**config.mk**
```make
export PLATFORM = sky130hd
export DESIGN_NAME = beat_sequencer
export DESIGN_NICKNAME = d
export VERILOG_FILES = /design/src/rtl/metronome_pkg.sv /design/src/rtl/click_timer.sv /design/src/rtl/beat_sequencer.sv
export SDC_FILE = /design/constraint.sdc
export NUM_CORES = 1
export LEC_CHECK = 0
export ABC_AREA = 1
export CAP_MARGIN = 5
export CORE_MARGIN = 1.5
export CORE_UTILIZATION = 63
export CTS_BUF_LIST = sky130_fd_sc_hd__clkbuf_4
export DETAILED_ROUTE_END_ITERATION = 7
export GPL_TIMING_DRIVEN = 0
export HOLD_SLACK_MARGIN = 0.12
export PLACE_DENSITY = 0.9
export SYNTH_ARGS = -nofsm -noshare
export SYNTH_HDL_FRONTEND = slang
export SYNTH_SLANG_ARGS = --single-unit
```
**constraint.sdc**
```tcl
create_clock -name i_clk -period 6.16 [get_ports i_clk]
set_input_delay 0.616 -clock i_clk [delete_from_list [all_inputs] [get_ports i_clk]]
set_output_delay 0.616 -clock i_clk [all_outputs]
set_load 0.05 [all_outputs]
```
**src/rtl/metronome_pkg.sv**
```systemverilog
// Shared types and defaults for the metronome beat path.
// Holds the sequencer state encoding and the default bar/click constants.
package metronome_pkg;

  typedef enum logic [1:0] {
    STOPPED = 2'd0,
    ARMED   = 2'd1,
    RUNNING = 2'd2
  } seq_state_t;

  localparam int DEF_BEATS_PER_BAR = 4;
  localparam int DEF_MAX_BEATS     = 16;
  localparam int DEF_ACCENT_CYCLES = 5_000_000;
  localparam int DEF_NORMAL_CYCLES = 2_500_000;

  function automatic int max_int(input int a, input int b);
    return (a > b) ? a : b;
  endfunction

endpackage

```
**src/rtl/click_timer.sv**
```systemverilog
// Click envelope down-counter: active is high for exactly load_val cycles after a load.
// Latency: load seen at edge N gives active from N+1; clear wins over load; no backpressure.
module click_timer #(
  parameter int TMR_W = 23
) (
  input  logic             i_clk,
  input  logic             i_reset,
  input  logic             load,
  input  logic             clear,
  input  logic [TMR_W-1:0] load_val,
  output logic             active
);

  logic [TMR_W-1:0] cnt_q;

  always_ff @(posedge i_clk or posedge i_reset) begin
    if (i_reset) begin
      cnt_q <= '0;
    end else if (clear) begin
      cnt_q <= '0;
    end else if (load) begin
      cnt_q <= load_val;
    end else if (cnt_q != '0) begin
      cnt_q <= cnt_q - TMR_W'(1);
    end
  end

  assign active = (cnt_q != '0);

endmodule

```
**src/rtl/beat_sequencer.sv**
```systemverilog
// Bar/beat sequencer: gates metronome triggers by run state, counts beats and bars, drives click envelope.
// Latency: trigger or button at edge N shows on outputs at N+1; no backpressure, pulses are never stalled.
module beat_sequencer
  import metronome_pkg::*;
#(
  parameter int MAX_BEATS     = DEF_MAX_BEATS,
  parameter int ACCENT_CYCLES = DEF_ACCENT_CYCLES,
  parameter int NORMAL_CYCLES = DEF_NORMAL_CYCLES,
  parameter int BAR_W         = 16,
  localparam int IDX_W        = $clog2(MAX_BEATS + 1),
  localparam int TMR_W        = $clog2(max_int(ACCENT_CYCLES, NORMAL_CYCLES) + 1)
) (
  input  logic             i_clk,
  input  logic             i_reset,
  input  logic             i_trigger,
  input  logic             i_btn_start_stop,
  input  logic             i_btn_beats_up,
  input  logic             i_btn_beats_down,
  output logic [IDX_W-1:0] o_beats_per_bar,
  output logic [IDX_W-1:0] o_beat_index,
  output logic [BAR_W-1:0] o_bar_count,
  output logic             o_running,
  output logic             o_click,
  output logic             o_accent,
  output logic             o_bar_start
);

  seq_state_t       state_q, state_d;
  logic             issue;
  logic             stop_evt;
  logic [IDX_W-1:0] idx_q, idx_d;
  logic [IDX_W:0]   idx_inc;
  logic [IDX_W-1:0] bpb_q;
  logic [BAR_W-1:0] bar_q;
  logic             bar_start_q;
  logic             accent_q;
  logic             click_active;
  logic [TMR_W-1:0] tmr_load_val;

  // One bit wider so idx+1 never wraps before the >= comparison.
  assign idx_inc = {1'b0, idx_q} + (IDX_W + 1)'(1);

  always_ff @(posedge i_clk or posedge i_reset) begin
    if (i_reset) begin
      state_q <= STOPPED;
    end else begin
      state_q <= state_d;
    end
  end

  always_comb begin
    state_d  = state_q;
    issue    = 1'b0;
    stop_evt = 1'b0;
    idx_d    = idx_q;
    case (state_q)
      STOPPED: begin
        if (i_btn_start_stop) begin
          state_d = ARMED;
        end
      end
      ARMED: begin
        if (i_btn_start_stop) begin
          state_d  = STOPPED;
          stop_evt = 1'b1;
        end else if (i_trigger) begin
          state_d = RUNNING;
          issue   = 1'b1;
          idx_d   = '0;
        end
      end
      RUNNING: begin
        if (i_btn_start_stop) begin
          state_d  = STOPPED;
          stop_evt = 1'b1;
        end else if (i_trigger) begin
          issue = 1'b1;
          // A bar shrunk below the current index wraps on the next beat.
          idx_d = (idx_inc >= {1'b0, bpb_q}) ? '0 : idx_inc[IDX_W-1:0];
        end
      end
      default: begin
        state_d = STOPPED;
      end
    endcase
  end

  always_ff @(posedge i_clk or posedge i_reset) begin
    if (i_reset) begin
      idx_q       <= '0;
      bar_q       <= '0;
      bar_start_q <= 1'b0;
      accent_q    <= 1'b0;
    end else begin
      bar_start_q <= issue && (idx_d == '0);
      if (stop_evt) begin
        idx_q    <= '0;
        accent_q <= 1'b0;
      end else if (issue) begin
        idx_q    <= idx_d;
        accent_q <= (idx_d == '0);
        if (idx_d == '0) begin
          bar_q <= bar_q + BAR_W'(1);
        end
      end
    end
  end

  always_ff @(posedge i_clk or posedge i_reset) begin
    if (i_reset) begin
      bpb_q <= IDX_W'(DEF_BEATS_PER_BAR);
    end else if (i_btn_beats_up && !i_btn_beats_down && (bpb_q < IDX_W'(MAX_BEATS))) begin
      bpb_q <= bpb_q + IDX_W'(1);
    end else if (i_btn_beats_down && !i_btn_beats_up && (bpb_q > IDX_W'(1))) begin
      bpb_q <= bpb_q - IDX_W'(1);
    end
  end

  assign tmr_load_val = (idx_d == '0) ? TMR_W'(ACCENT_CYCLES) : TMR_W'(NORMAL_CYCLES);

  click_timer #(
    .TMR_W (TMR_W)
  ) u_click_timer (
    .i_clk    (i_clk),
    .i_reset  (i_reset),
    .load     (issue),
    .clear    (stop_evt),
    .load_val (tmr_load_val),
    .active   (click_active)
  );

  assign o_beats_per_bar = bpb_q;
  assign o_beat_index    = idx_q;
  assign o_bar_count     = bar_q;
  assign o_running       = (state_q != STOPPED);
  assign o_click         = click_active;
  assign o_accent        = accent_q & click_active;
  assign o_bar_start     = bar_start_q;

endmodule

```
Word-level counts from Yosys, hierarchy flattened
Index checks and enable logic that the tools add are counted.

Bits in registers: 53. Output and inout bits: 30. Logic and storage cells: 65. Input bits: 6.

$lt $le $gt $ge: 3. Eq/ne operators: 5. Reductions and logical operators: 17. Muxes and demuxes: 26. Bitwise logic cells: 2. Add/sub/neg operators: 5.

Operators with widths (number): 23-bit two-way mux (4); 5-bit two-way mux (9); 23-bit nonzero test (1); 23-bit by 1-bit subtractor with 23-bit output (second input constant) (1); 16-bit by 1-bit adder with 16-bit output (second input constant) (1); 5-bit one-hot mux with 2 select lines (1); 2-bit two-way mux (4); 1-bit two-way mux (7); 5-bit by 1-bit adder with 6-bit output (second input constant) (1); 6-bit by 5-bit >= comparator with 1-bit output (1); 2-bit one-hot mux with 3 select lines (1); 3-bit AND reduction (2); 2-bit nonzero test (3); 5-bit by 1-bit adder with 5-bit output (second input constant) (1); 5-bit by 1-bit > comparator with 1-bit output (second input constant) (1); 1-bit logical AND (5); 5-bit zero test (1); 5-bit < comparator (second input constant) (1); 5-bit by 1-bit subtractor with 5-bit output (second input constant) (1); 2-bit != test (second input constant) (2); 3-bit != test (second input constant) (1); 3-bit nonzero test (1); 2-bit by 1-bit equality test with 1-bit output (second input constant) (1); 2-bit equality test (second input constant) (1); 5 further kinds (6).

Longest topological paths before layout
Depth after elaboration: 10. Depth in mapped cells: 16. Mapped depth without buffers: 16.

By module
Synthesis repeated with hierarchy kept, for this count alone.

Cells, all modules: 557. Area total of the unflattened synthesis: 3880.0 um^2.

By module, submodules not included: beat_sequencer (instances 1, area each 2197.1 um^2, cells each 285, sequential area each 752.0 um^2); click_timer (instances 1, area each 1682.9 um^2, cells each 272, sequential area each 575.6 um^2).

Worst setup path after synthesis
Ideal clock, no wire load.

Kind: register -> register. Start point: register idx_q[0] (netlist: o_beat_index[0]). End point: register u_click_timer.cnt_q[10]. Library setup time: 0.122 ns. Path slack: 3.583 ns. Buffers on the path: 0. Cell stages (with the launch flop): 17. Period minus slack after synthesis: 2.577 ns. Arrival: 2.455 ns. Required time: 6.038 ns. Path through: dfrtp_1 > nand3_1 > xor2_1 > ha_1 > nand2_1 > inv_1 > nand2_1 > nand2_1 > nand2_1 > nand4_2 > nand2_1 > o21ai_1 > nand3_2 > nor2_8 > inv_2 > nand2_2 > nor2_1.

Longest elaborated chain between the ends: 10. Elaborated cells between the ends (all ways): 12. Those cells by class: add/sub (1); order compare (1); mux (9); reduce/logical (1).

RTL lines: from (decl) (line beat_sequencer.sv:31) `logic [IDX_W-1:0] idx_q, idx_d;`; from (signal assigned) (line beat_sequencer.sv:100) `idx_q <= idx_d;`; 5-bit by 1-bit adder with 6-bit output (line beat_sequencer.sv:41) `assign idx_inc = {1'b0, idx_q} + (IDX_W + 1)'(1);`; 6-bit by 5-bit >= comparator with 1-bit output (line beat_sequencer.sv:79) `idx_d = (idx_inc >= {1'b0, bpb_q}) ? '0 : idx_inc[IDX_W-1:0];`; 5-bit two-way mux (line beat_sequencer.sv:79); 5-bit two-way mux (line beat_sequencer.sv:76) `end else if (i_trigger) begin`; 5-bit two-way mux (line beat_sequencer.sv:73) `if (i_btn_start_stop) begin`; 5-bit one-hot mux with 2 select lines * (line beat_sequencer.sv:56) `case (state_q)`; 5-bit zero test * (line beat_sequencer.sv:119) `assign tmr_load_val = (idx_d == '0) ? TMR_W'(ACCENT_CYCLES) : TMR_W'(NORMAL_CYCLES);`; 23-bit two-way mux * (line beat_sequencer.sv:119); 23-bit two-way mux * (line click_timer.sv:21) `end else if (load) begin`; 23-bit two-way mux * (line click_timer.sv:19) `end else if (clear) begin`; to (signal assigned) (line click_timer.sv:22) `cnt_q <= load_val;`; to (signal assigned) (line click_timer.sv:24) `cnt_q <= cnt_q - TMR_W'(1);`; to (decl) (line click_timer.sv:14) `logic [TMR_W-1:0] cnt_q;`.

Mark *: on every way between the ends. The rest lies on a longest branch, timed or not. A chain may end at the register's enable or synchronous reset.

Final worst setup path
Start point: register u_click_timer.cnt_q[0]. End point: output o_click.

Longest elaborated chain between the ends: 1.

RTL lines: 23-bit nonzero test (line click_timer.sv:28) `assign active = (cnt_q != '0);`; to (decl) (line beat_sequencer.sv:23) `output logic o_click,`.

No other way between the ends.

==> results.md <==
* Status: finished, final reports clean
* Hold buffer count at cts at 0
* Footprint of the multi-input gates at 1750 um2
* Seq cells post-synth at 53
* Setup TNS at 0 ns
* GPL Wtd Cong at 0.914
* PostCTS Resize Cnt at 0
* Avg WL per Cell at 14.0 um
* Clk slew on worst S/H paths at 0.14 ns
* Post-synthesis async set-or-reset flop share at 1.00
* Max_cap viols at 0
* Total track usage at 0.281
* DPL Wire Length at 5.73 mm
* Pwr Density at 488 nW/um2
* Crit share post-route at 0.559
* Die ar. at 5820 um2
* TritonRoute pass-1 iters at 7
* Fmax at 0.291 GHz
* Fillers at 386
* Core ar. at 5140 um2
* ANT nets after route at 0
* Leakage power total at 1.94 nW
* Worst Skew at 0.00929 ns
* Antenna violations before repair at 0
* Commonest non-fill, non-tap cell in the layout: nand2_1
* Worst-Margin Slew at 0.583 ns
* Clock Tree Buf Depth at 2
* Min-Delay Path Class: reg2reg
* Global-route wire length before repair at 13.3 mm
* Final Net Count at 494
* Setup Viol. Count Final at 0
* Share of post-route cells with drive strength above 1 at 0.101
* Grt total ovfl at 0
* Clk sinks at 53
* Fin crit period at 3.44 ns
* Synthesized instance count at 431
* WP data arrival at 2.83 ns
* Post-DR vias/cell at 5.48
* Netlist Area Pre-Place at 3380 um2
* CP Max Fanout at 5
* Row count at 26
* WHS at 0.514 ns
* Syn Area/Cell at 7.85 um2
* CP required at 5.54 ns
* Synthesis-to-layout area growth at 15.9%
* Placement Setup Slack at 3.15 ns
* CP Class: reg2out
* Setup WS post-layout at 2.72 ns
* Routed WL at 7.62 mm
* Number of H-tree levels at 2
* DRC Markers at 0
* DP Area at 3840 um2
* Die span in y at 76.3 um
* Peak VDD IR at 373 uV
* Worst setup SP type: flop
* Library cells used by synthesis at 39
* Initial DRC Count at 225
* Design Area, Final at 3920 um2
* Vias in the first global route at 3020
* Fin util at 0.762
* I/O pin cnt at 36
* CTS buffer count at 5
* Most used DFF post-synth: dfrtp_1
* Die width at 76.3 um
* RSZ-0062 raised after global routing: no
* CP endpoint kind: output port
* Postcts setup bufs at 0
* R2r setup slk at 3.45 ns
* Yosys warns at 0
* CTS tree: built
* Number of port buffers at 35
* Starting Density at 0.658
* Most frequent cells in the layout: 91 x nand2_1, 66 x inv_1, 52 x dfrtp_1
* Root buf cell: clkbuf_4
* Largest net degree at the start of global routing at 29
* Register Area at 1330 um2
* Relative slew slack at 0.609
* Slew Limit Fails at 0
* Ant. Diodes at 0
* Clock latency on the worst-skew pair at 0.38 ns
* Via count at 2989
* Register area share after synthesis at 0.393
* Number of synthesized flops with an enable pin at 0
* Syn Nets at 451
* Final Hold Viols at 0
## registers in the layout (all words and copies together), names as in the netlist
register	count
accent_q	1
u_click_timer.cnt_q	23
o_bar_count	16
o_beat_index	5
state_q	2
o_beats_per_bar	5
o_bar_start	1
## Yosys cell counts, types with 7 or more instances
| master | number | share of area |
|---|---|---|
| a21oi_1 | 14 | 0.021 |
| dfrtp_1 | 52 | 0.38 |
| ha_1 | 14 | 0.052 |
| inv_1 | 67 | 0.074 |
| nand2_1 | 91 | 0.10 |
| nand3_1 | 15 | 0.022 |
| nand4_1 | 8 | 0.015 |
| nor2_1 | 47 | 0.052 |
| nor3_1 | 10 | 0.015 |
| o21ai_0 | 12 | 0.018 |
| o21ai_1 | 7 | 0.010 |
| xor2_1 | 22 | 0.057 |
## worst paths after layout
check | from | endpoint | cells after the start
max | u_click_timer.cnt_q[0]$_DFFE_PP0P_ | o_click | 10
min | accent_q$_DFFE_PP0P_ | accent_q$_DFFE_PP0P_ | 2
max reg2reg | o_beat_index[0]$_DFFE_PP0P_ | u_click_timer.cnt_q[5]$_DFFE_PP0P_ | 16
min reg2reg | accent_q$_DFFE_PP0P_ | accent_q$_DFFE_PP0P_ | 2
max in group asynchronous | i_reset | u_click_timer.cnt_q[17]$_DFFE_PP0P_ | 3
min in group asynchronous | i_reset | state_q[1]$_DFFE_PP0P_ | 2
## power breakdown
group          leakage (nW)  switching [W]  total (W)  internal (W)
registers             0.683       0.000118   0.000590      0.000472
clock network        0.0433       0.000110   0.000199     0.0000891
logic                  1.22       0.000749    0.00112      0.000372
total                  1.94       0.000978    0.00191      0.000933
## cell families after synthesis
logic type | share of synthesized area
AO/OA/AOI/OAI | 0.0980
XOR/XNOR | 0.0725
buffers and inverters | 0.0895
flip-flops | 0.393
AND/OR/NAND/NOR | 0.296
adder cells (fa/ha/maj) | 0.0518
## stage by stage
stage               instances  power (W)
floorplan                 431    0.00141
global placement          536    0.00165
detailed placement        537    0.00170
CTS                       545    0.00190
global route              545    0.00205
finish                    545    0.00191
## final cells by class
cell class	instances	area share
Buffer	5	0.0102
Clock buffer	6	0.0115
Clock inverter	2	0.00862
Inverter	70	0.0670
Multi-Input combinational cell	303	0.447
Sequential cell	53	0.339
Tap cell	70	0.0223
Timing Repair Buffer	36	0.0945
## layer usage
layer  track usage  wire [um]  share of wire  vias up
met5             0          0              0        -
met4         0.113        177          0.023        0
met3        0.0527        368          0.048       21
met2         0.473       3740           0.49       98
met1         0.356       3340           0.44     1399
li1              -          -              -     1471
## worst max-delay path, cell delays in order (launching register included)
cell,delay (ns)
dfrtp_1,0.44
inv_1,0.07
ha_1,0.21
nand3_2,0.12
nor2_2,0.13
nand2_2,0.11
nor2_4,0.12
nand4_2,0.13
nor3_4,0.20
nand3_2,0.18
clkdlybuf4s50_1,0.75
Power figures use the tool's default switching activity.
